[config.mk]
export PLATFORM = sky130hd
export DESIGN_NAME = tx_ramp_dac
export DESIGN_NICKNAME = d
export VERILOG_FILES = /design/src/rtl/tx_ramp_dac.sv
export SDC_FILE = /design/constraint.sdc
export NUM_CORES = 1
export LEC_CHECK = 0
export ABC_AREA = 1
export CAP_MARGIN = 20
export CORE_MARGIN = 4
export CORE_UTILIZATION = 45
export CTS_BUF_LIST = sky130_fd_sc_hd__clkbuf_8
export CTS_CLUSTER_SIZE = 12
export DETAILED_ROUTE_END_ITERATION = 16
export GPL_ROUTABILITY_DRIVEN = 0
export PLACE_DENSITY = 0.7
export SLEW_MARGIN = 20
export SYNTH_ARGS = -nofsm -noshare
export SYNTH_HDL_FRONTEND = slang
export SYNTH_SLANG_ARGS = --single-unit
[constraint.sdc]
create_clock -name clk -period 8.4 [get_ports clk]
set_input_delay 2.52 -clock clk [delete_from_list [all_inputs] [get_ports clk]]
set_output_delay 2.52 -clock clk [all_outputs]
set_load 0.05 [all_outputs]
[src/rtl/tx_ramp_dac.sv]
// TX gain ramp in front of the DAC: raises or lowers a gain in steps on PTT,
// then multiplies, rounds and saturates the mixer sample to 12 bits.
module tx_ramp_dac #(
    parameter int unsigned RAMP_LOG2 = 10,
    parameter int unsigned STEP_DIV  = 72
) (
    input  logic        clk,
    input  logic        rst,
    input  logic        ptt_in,
    input  logic [12:0] i_in,
    output logic [11:0] dac_data,
    output logic        clip,
    output logic        tx_active,
    output logic        tx_full
);

    localparam int unsigned GW = RAMP_LOG2 + 1;
    localparam int unsigned CW = 16;
    localparam int unsigned PW = 13 + RAMP_LOG2 + 1;

    localparam logic [GW-1:0]        G_FULL   = {1'b1, {RAMP_LOG2{1'b0}}};
    localparam logic [CW-1:0]        CNT_LAST = CW'(STEP_DIV - 1);
    localparam logic signed [PW:0]   HALF     = (PW+1)'(1) << (RAMP_LOG2 - 1);
    localparam logic signed [PW:0]   DAC_MAX  = (PW+1)'(2047);
    localparam logic signed [PW:0]   DAC_MIN  = (PW+1)'(-2048);

    typedef enum logic [1:0] {
        IDLE      = 2'd0,
        RAMP_UP   = 2'd1,
        ON        = 2'd2,
        RAMP_DOWN = 2'd3
    } state_t;

    state_t         state, state_nxt;
    logic [GW-1:0]  g, g_nxt;
    logic [CW-1:0]  cnt, cnt_nxt;
    logic           tick;

    logic signed [PW-1:0] prod;
    logic signed [PW:0]   sum_c;
    logic signed [PW:0]   rnd_c;
    logic [11:0]          dac_c;
    logic                 clip_c;
    logic                 act_d1;
    logic                 full_d1;

    // State, gain and prescaler registers
    always_ff @(posedge clk) begin
        if (!rst) begin
            state <= IDLE;
            g     <= '0;
            cnt   <= '0;
        end else begin
            state <= state_nxt;
            g     <= g_nxt;
            cnt   <= cnt_nxt;
        end
    end

    // Next state; a PTT direction change wins over a coincident step tick
    always_comb begin
        state_nxt = state;
        g_nxt     = g;
        cnt_nxt   = '0;
        tick      = (cnt == CNT_LAST);
        case (state)
            IDLE: begin
                g_nxt = '0;
                if (ptt_in) state_nxt = RAMP_UP;
            end
            RAMP_UP: begin
                cnt_nxt = tick ? '0 : cnt + CW'(1);
                if (!ptt_in) begin
                    state_nxt = RAMP_DOWN;
                end else if (tick) begin
                    if (g >= G_FULL - GW'(1)) begin
                        g_nxt     = G_FULL;
                        state_nxt = ON;
                    end else begin
                        g_nxt = g + GW'(1);
                    end
                end
            end
            ON: begin
                g_nxt = G_FULL;
                if (!ptt_in) state_nxt = RAMP_DOWN;
            end
            RAMP_DOWN: begin
                cnt_nxt = tick ? '0 : cnt + CW'(1);
                if (ptt_in) begin
                    state_nxt = RAMP_UP;
                end else if (tick) begin
                    // g <= 1 also covers a reversal taken while g was still 0
                    if (g <= GW'(1)) begin
                        g_nxt     = '0;
                        state_nxt = IDLE;
                    end else begin
                        g_nxt = g - GW'(1);
                    end
                end
            end
            default: begin
                g_nxt     = '0;
                state_nxt = IDLE;
            end
        endcase
    end

    // Round half up, then clamp to the 12-bit DAC range
    always_comb begin
        sum_c  = (PW+1)'(prod) + HALF;
        rnd_c  = sum_c >>> RAMP_LOG2;
        dac_c  = rnd_c[11:0];
        clip_c = 1'b0;
        if (rnd_c > DAC_MAX) begin
            dac_c  = 12'h7FF;
            clip_c = 1'b1;
        end else if (rnd_c < DAC_MIN) begin
            dac_c  = 12'h800;
            clip_c = 1'b1;
        end
    end

    // Two-stage datapath with state decodes delayed to match
    always_ff @(posedge clk) begin
        if (!rst) begin
            prod      <= '0;
            act_d1    <= 1'b0;
            full_d1   <= 1'b0;
            dac_data  <= '0;
            clip      <= 1'b0;
            tx_active <= 1'b0;
            tx_full   <= 1'b0;
        end else begin
            prod      <= PW'($signed(i_in)) * $signed(PW'({1'b0, g}));
            act_d1    <= (state != IDLE);
            full_d1   <= (state == ON);
            dac_data  <= dac_c;
            clip      <= clip_c;
            tx_active <= act_d1;
            tx_full   <= full_d1;
        end
    end

endmodule
==> results of run 1 <==
-- critical path, delay by kind of cell --
kind                       cells  cell delay, ns
adders and majority gates      6            3.15
buffers and inverters          6            1.13
and+or+nand+nor                8            1.08
-- power by group --
part           switching, uW  internal [uW]  total [uW]
clock network            113            142         255
registers               22.0            321         343
logic                    277            138         414
-- state kept, by name (all words and copies together) (netlist names) --
register   cells
tx_full        1
cnt           16
prod          15
clip           1
g             11
dac_data      12
act_d1         1
full_d1        1
tx_active      1
state          2
-- path summary, 6_finish.rpt --
path | endpoint | slack [ns] | start | cells after the start
worst min register to register | tx_full | 0.41 | full_d1 | 2
worst max register to register | prod[23] | 2.67 | g[3] | 19
worst min-delay path | tx_full | 0.41 | full_d1 | 2
worst max-delay path | prod[23] | 0.72 | i_in[12] | 20
-- Yosys cell counts, drive strengths merged, types with 3 or more instances --
library cell  number  share of area
a21oi             55          0.032
buf               19          0.014
clkbuf            22         0.0094
dfxtp             61           0.14
fa               130           0.29
ha                59          0.084
inv              295           0.13
nand2            318           0.14
nand3             41          0.028
nand4             10         0.0085
nor2              81          0.037
nor3              19          0.014
nor4               4         0.0028
o21a               6         0.0051
o21ai             36          0.026
o21bai             5         0.0043
or2                3         0.0021
xnor2             10         0.0099
xor2              25          0.025
-- metrics by stage --
stage          std cells  total power (uW)  setup slack (ns)
3_5_place_dp        1461               767             0.415
6_report            1477              1010             0.723
5_1_grt             1477              1090             0.383
2_1_floorplan       1203               665              1.26
3_3_place_gp        1461               761             0.564
4_1_cts             1477              1020             0.760
-- kinds of logic after synthesis --
family          synth area share
xor+xnor                  0.0347
simple gates               0.230
buf+inv                    0.149
compound gates            0.0686
fa+ha+maj                  0.379
flops                      0.138
-- layer usage --
layer | GRT usage | up-vias
met3 | 0.0242 | 31
met5 | 0 | -
met4 | 0.0453 | 0
li1 | - | 3566
met1 | 0.241 | 3362
met2 | 0.336 | 180
-- final cells by class --
cell class,instances,area share
flip-flops and latches,61,0.128
clock buffers,10,0.0145
well taps,260,0.0342
clock inverters,6,0.00579
multi-input cells,805,0.661
inverters,296,0.117
repair buffers,39,0.0387
==> impl_results.md, run 1 <==
* Port bufs at 30
* Die height at 148 um
* Nets@finish at 1,417
* Tcrit/Tclk final at 0.914
* Setup bufs post-CTS at 0
* Critical path, cell by cell: clkdlybuf4s50_1 -> nand2_1 -> inv_1 -> fa_1 -> fa_1 -> inv_1 -> fa_1 -> inv_1 -> fa_1 -> inv_1 -> fa_1 -> inv_1 -> ha_1 -> nand2_1 -> nor4_1 -> nand3_1 -> nand2_1 -> nand2_1 -> nand2_1 -> nor2_1
* Avg Cell Area, Syn at 7.34 um^2
* Cells after Synth at 1,203
* Total DRC errors in the routed layout at 0
* Max-cap violation count at 0
* Footprint of the multi-input gates at 0.00629 mm^2
* CTS Sinks at 61
* Synthesized Nets at 1,408
* Setup violators final at 0
* Worst-Skew Late Latency at 0.34 ns
* Initial Util at 0.464
* FF+latch area at 0.00122 mm^2
* Cell variety after synth at 39
* Leakage at 0.00497 uW
* Wl on met1 at 8.32 mm
* Worst path slowest cell: fa_1
* Total track usage at 0.187
* Post-route cell area at 0.00950 mm^2
* Layout cells sized above 1 at 0.0583
* Drt wl/cell at 13.0 um
* CP peak stage delay at 0.72 ns
* Status: complete, no violations
* Met3 WL post-DR at 864 um
* Least-Margin Pin Slew at 0.889 ns
* Fillers at 1,874
* CP startpoint kind: primary input
* Placed Area at 0.00931 mm^2
* Synth Cell Area at 0.00882 mm^2
* CTS H-Tree Depth at 3
* Antenna violations before repair at 0
* Pre-Repair DR Iteration Count at 5
* Crit end category: flip-flop
* Peak supply drop at 0.0000870 V
* Power Dens Cells at 107 mW/mm^2
* Total die area at 0.0219 mm^2
* CP Max Fanout at 11
* Core Util, Final at 0.500
* Fin. Hold Viols at 0
* Kind of critical path: primary input to flip-flop
* Ant diodes at 0
* Site row count at 50
* 1st-iter DRT viols at 354
* Final Max Tran Viols at 0
* Post-synthesis sequential area ratio at 0.138
* CP required at 8.63 ns
* Max Used Layer: met4
* Clock slew at reported path FFs at 0.07 ns
* DPL Wire Length at 15.6 mm
* RSZ-0062 raised after global routing: no
* Min Tclk post-route at 7.68 ns
* Core area at 0.0190 mm^2
* WL met2 at 9.53 mm
* Io pins at 31
* CTS tree: yes
* Synth Register Bits at 61
* Via count at 7,139
* WL final at 19.1 mm
* Asr flop ratio synth at 0
* WP data arrival at 7.91 ns
* First-pass GRT wire length at 34.2 mm
* Largest net degree at the start of global routing at 23
* Number of global-route vias before repair at 7,378
* CTS Hold Bufs at 0
* Clock Tree Root: clkbuf_8
* Slew HR at 0.405
* Worst Clk Skew at 0.0111 ns
* Hold crit path type: flip-flop to flip-flop
* Total CTS buffers at 9
* # resized after CTS at 0
* Clk buf depth at 2
* Commonest non-fill, non-tap cells in the layout: 311 x nand2_1, 290 x inv_1, 130 x fa_1, 75 x nor2_1, 61 x dfxtp_1
* Via/cell ratio at 4.83
* Die X-Extent at 148 um
* Remaining antenna violation count at 0
* Hold WS at 0.409 ns
* Synth-to-Final Area Change at 7.70%
* Most common library cell in the layout ignoring fill and taps: nand2_1
* Setup_tns at 0 ns
* Post-synth EDFFs at 0
* Post-synth top flop: dfxtp_1
* GR Overflow Total at 0
* Synth warnings at 0
* Max frequency at 0.130 GHz
Note: power is estimated with default switching activity, not from simulation.
==> run 2: changes to the inputs <==
--- a/config.mk
+++ b/config.mk
@@ -8,13 +8,13 @@
 export ABC_AREA = 1
 export CAP_MARGIN = 20
 export CORE_MARGIN = 4
-export CORE_UTILIZATION = 45
+export CORE_UTILIZATION = 30
 export CTS_BUF_LIST = sky130_fd_sc_hd__clkbuf_8
 export CTS_CLUSTER_SIZE = 12
 export DETAILED_ROUTE_END_ITERATION = 16
 export GPL_ROUTABILITY_DRIVEN = 0
-export PLACE_DENSITY = 0.7
-export SLEW_MARGIN = 20
+export PLACE_DENSITY = 0.53
+export SLEW_MARGIN = 0
 export SYNTH_ARGS = -nofsm -noshare
 export SYNTH_HDL_FRONTEND = slang
 export SYNTH_SLANG_ARGS = --single-unit
==> run 2 against run 1 <==
  * Total power rose by 4.6%
  * Sequential power rose by 3%
  * Count of clock-buffer cells in the layout did not move
  * Wire length rose by 6.2%
  * Fmax barely moved
  * Sequential cell count did not move
  * Setup slack improved by 0.0051 ns
  * Critical path type unchanged
  * Critical endpoint is now prod[22]
  * Largest power group unchanged
==> impl_results.md, run 2 (synthesized netlist as in run 1, its figures left out) <==
* Via count at 7,019
* WP data arrival at 7.95 ns
* Crit end category: flip-flop
* Most common library cell in the layout ignoring fill and taps: nand2_1
* Top flop regs: cnt: 16 flops, prod: 15 flops, dac_data: 12 flops
* Setup WS pre-CTS at 0.378 ns
* Commonest non-fill, non-tap cells in the layout: 311 x nand2_1, 288 x inv_1, 130 x fa_1, 75 x nor2_1, 61 x dfxtp_1
* Kind of critical path: primary input to flip-flop
* Total DRC errors in the routed layout at 0
* Clk buf depth at 2
* First-pass GRT wire length at 36.0 mm
* Port bufs at 30
* Clock slew at reported path FFs at 0.08 ns
* Ant diodes at 0
* DPL Wire Length at 16.6 mm
* Layout cells sized above 1 at 0.0584
* Nets@finish at 1,415
* Leakage at 0.00496 uW
* Die height at 180 um
* Total track usage at 0.132
* # resized after CTS at 0
* Initial Util at 0.306
* Setup_tns at 0 ns
* Total CTS buffers at 9
* Least-Margin Pin Slew at 0.949 ns
* Largest Register: cnt
* Die X-Extent at 180 um
* Antenna violations before repair at 0
* Clock Tree Root: clkbuf_8
* Pre-Repair DR Iteration Count at 5
* Site row count at 62
* CP required at 8.68 ns
* CTS tree: yes
* Combinational share of power at 0.384
* Status: complete, no violations
* Drt wl/cell at 12.7 um
* Worst Clk Skew at 0.0128 ns
* Remaining antenna violation count at 0
* Inst Count DP at 1,583
* Largest register FFs at 16
* Fin. Hold Viols at 0
* Hold depth at 2
* Max frequency at 0.130 GHz
* Power Dens Cells at 109 mW/mm^2
* 1st-iter DRT viols at 312
* WL final at 20.3 mm
* Via/cell ratio at 4.39
* Worst-Skew Late Latency at 0.35 ns
* CTS Sinks at 61
* CTS Hold Bufs at 0
* CP Max Fanout at 11
* CTS H-Tree Depth at 3
* Final WS setup at 0.728 ns
* Depth of the most critical reg-to-reg path at 17
* Share of power burned in registers at 0.332
* GR Overflow Total at 0
* Largest net degree at the start of global routing at 23
* Tcrit/Tclk final at 0.913
* Number of global-route vias before repair at 7,381
* Clock power frac at 0.283
* Setup bufs post-CTS at 0
* Core area at 0.0289 mm^2
* Synth-to-Final Area Change at 9.71%
* Setup violators final at 0
* Switching share of power at 0.402
* Non-Filler Instances at 1,599
* Peak supply drop at 0.0000673 V
* Slew HR at 0.365
* Hold crit path type: flip-flop to flip-flop
* CP startpoint kind: primary input
* RSZ-0062 raised after global routing: no
* Final Max Tran Viols at 0
* Max-cap violation count at 0
* Switching power at 426 uW
* Io pins at 31
* Total die area at 0.0322 mm^2
* Min Tclk post-route at 7.67 ns
* Pint at 633 uW
-- run 2: cell count changes in the layout (fill, tap and decap cells not counted) --
cell        before  now
clkinv_2         2    0
buf_4            9    7
clkinvlp_4       1    2
bufinv_16        1    2
inv_6            0    2
inv_1          290  288
-- run 2: final timing paths --
check	startpoint	endpoint	slack, ns
worst max register to register	g[3]	prod[22]	2.69
worst max-delay path	i_in[12]	prod[22]	0.73
worst min register to register	act_d1	tx_active	0.44
worst min-delay path	act_d1	tx_active	0.44
-- run 2: stage by stage --
| stage | hold WS, ns | util | power, uW | instance area [um^2] |
|---|---|---|---|---|
| after global placement | 0.423 | 0.328 | 770 | 9450 |
| after detailed placement | 0.421 | 0.328 | 771 | 9450 |
| final | 0.438 | 0.336 | 1060 | 9680 |
| after global routing | 0.485 | 0.336 | 1150 | 9680 |
| after floorplan | 0.390 | - | 665 | 8820 |
| after CTS | 0.447 | 0.336 | 1080 | 9680 |
-- run 2: worst max-delay path: stages --
cell	delay, ns
clkdlybuf4s50_1	0.74
nand2_1	0.17
inv_1	0.17
fa_1	0.57
fa_1	0.63
fa_1	0.54
fa_1	0.54
inv_1	0.05
fa_1	0.53
inv_1	0.04
ha_1	0.35
inv_1	0.08
nor3_1	0.29
and2_1	0.20
nand4_1	0.18
nand4_1	0.16
nand2_1	0.05
nor2_1	0.13
-- run 2: layer usage --
layer,up-vias,routed length (um),global-route usage,part of all wire
li1,3558,-,-,-
met1,3350,9430,0.170,0.46
met2,93,10100,0.238,0.49
met3,18,589,0.0174,0.029
met4,0,269,0.0256,0.013
met5,-,0,0,0
-- run 2: final cells by class --
cell class                      count  area (um^2)
Fill cell                        3176        19200
Clock buffer                       10          138
Sequential cell                    61         1220
Clock inverter                      6         92.6
Inverter                          296         1110
Timing Repair Buffer               37          353
Multi-Input combinational cell    805         6290
Tap cell                          384          480
-- run 2: power groups by stage --
stage / Sequential, uW / Combinational (uW) / Clock (uW)
floorplan: 395 / 270 / 0
global placement: 360 / 410 / 0
detailed placement: 359 / 412 / 0
CTS: 353 / 413 / 312
global route: 357 / 468 / 324
finish: 352 / 407 / 300
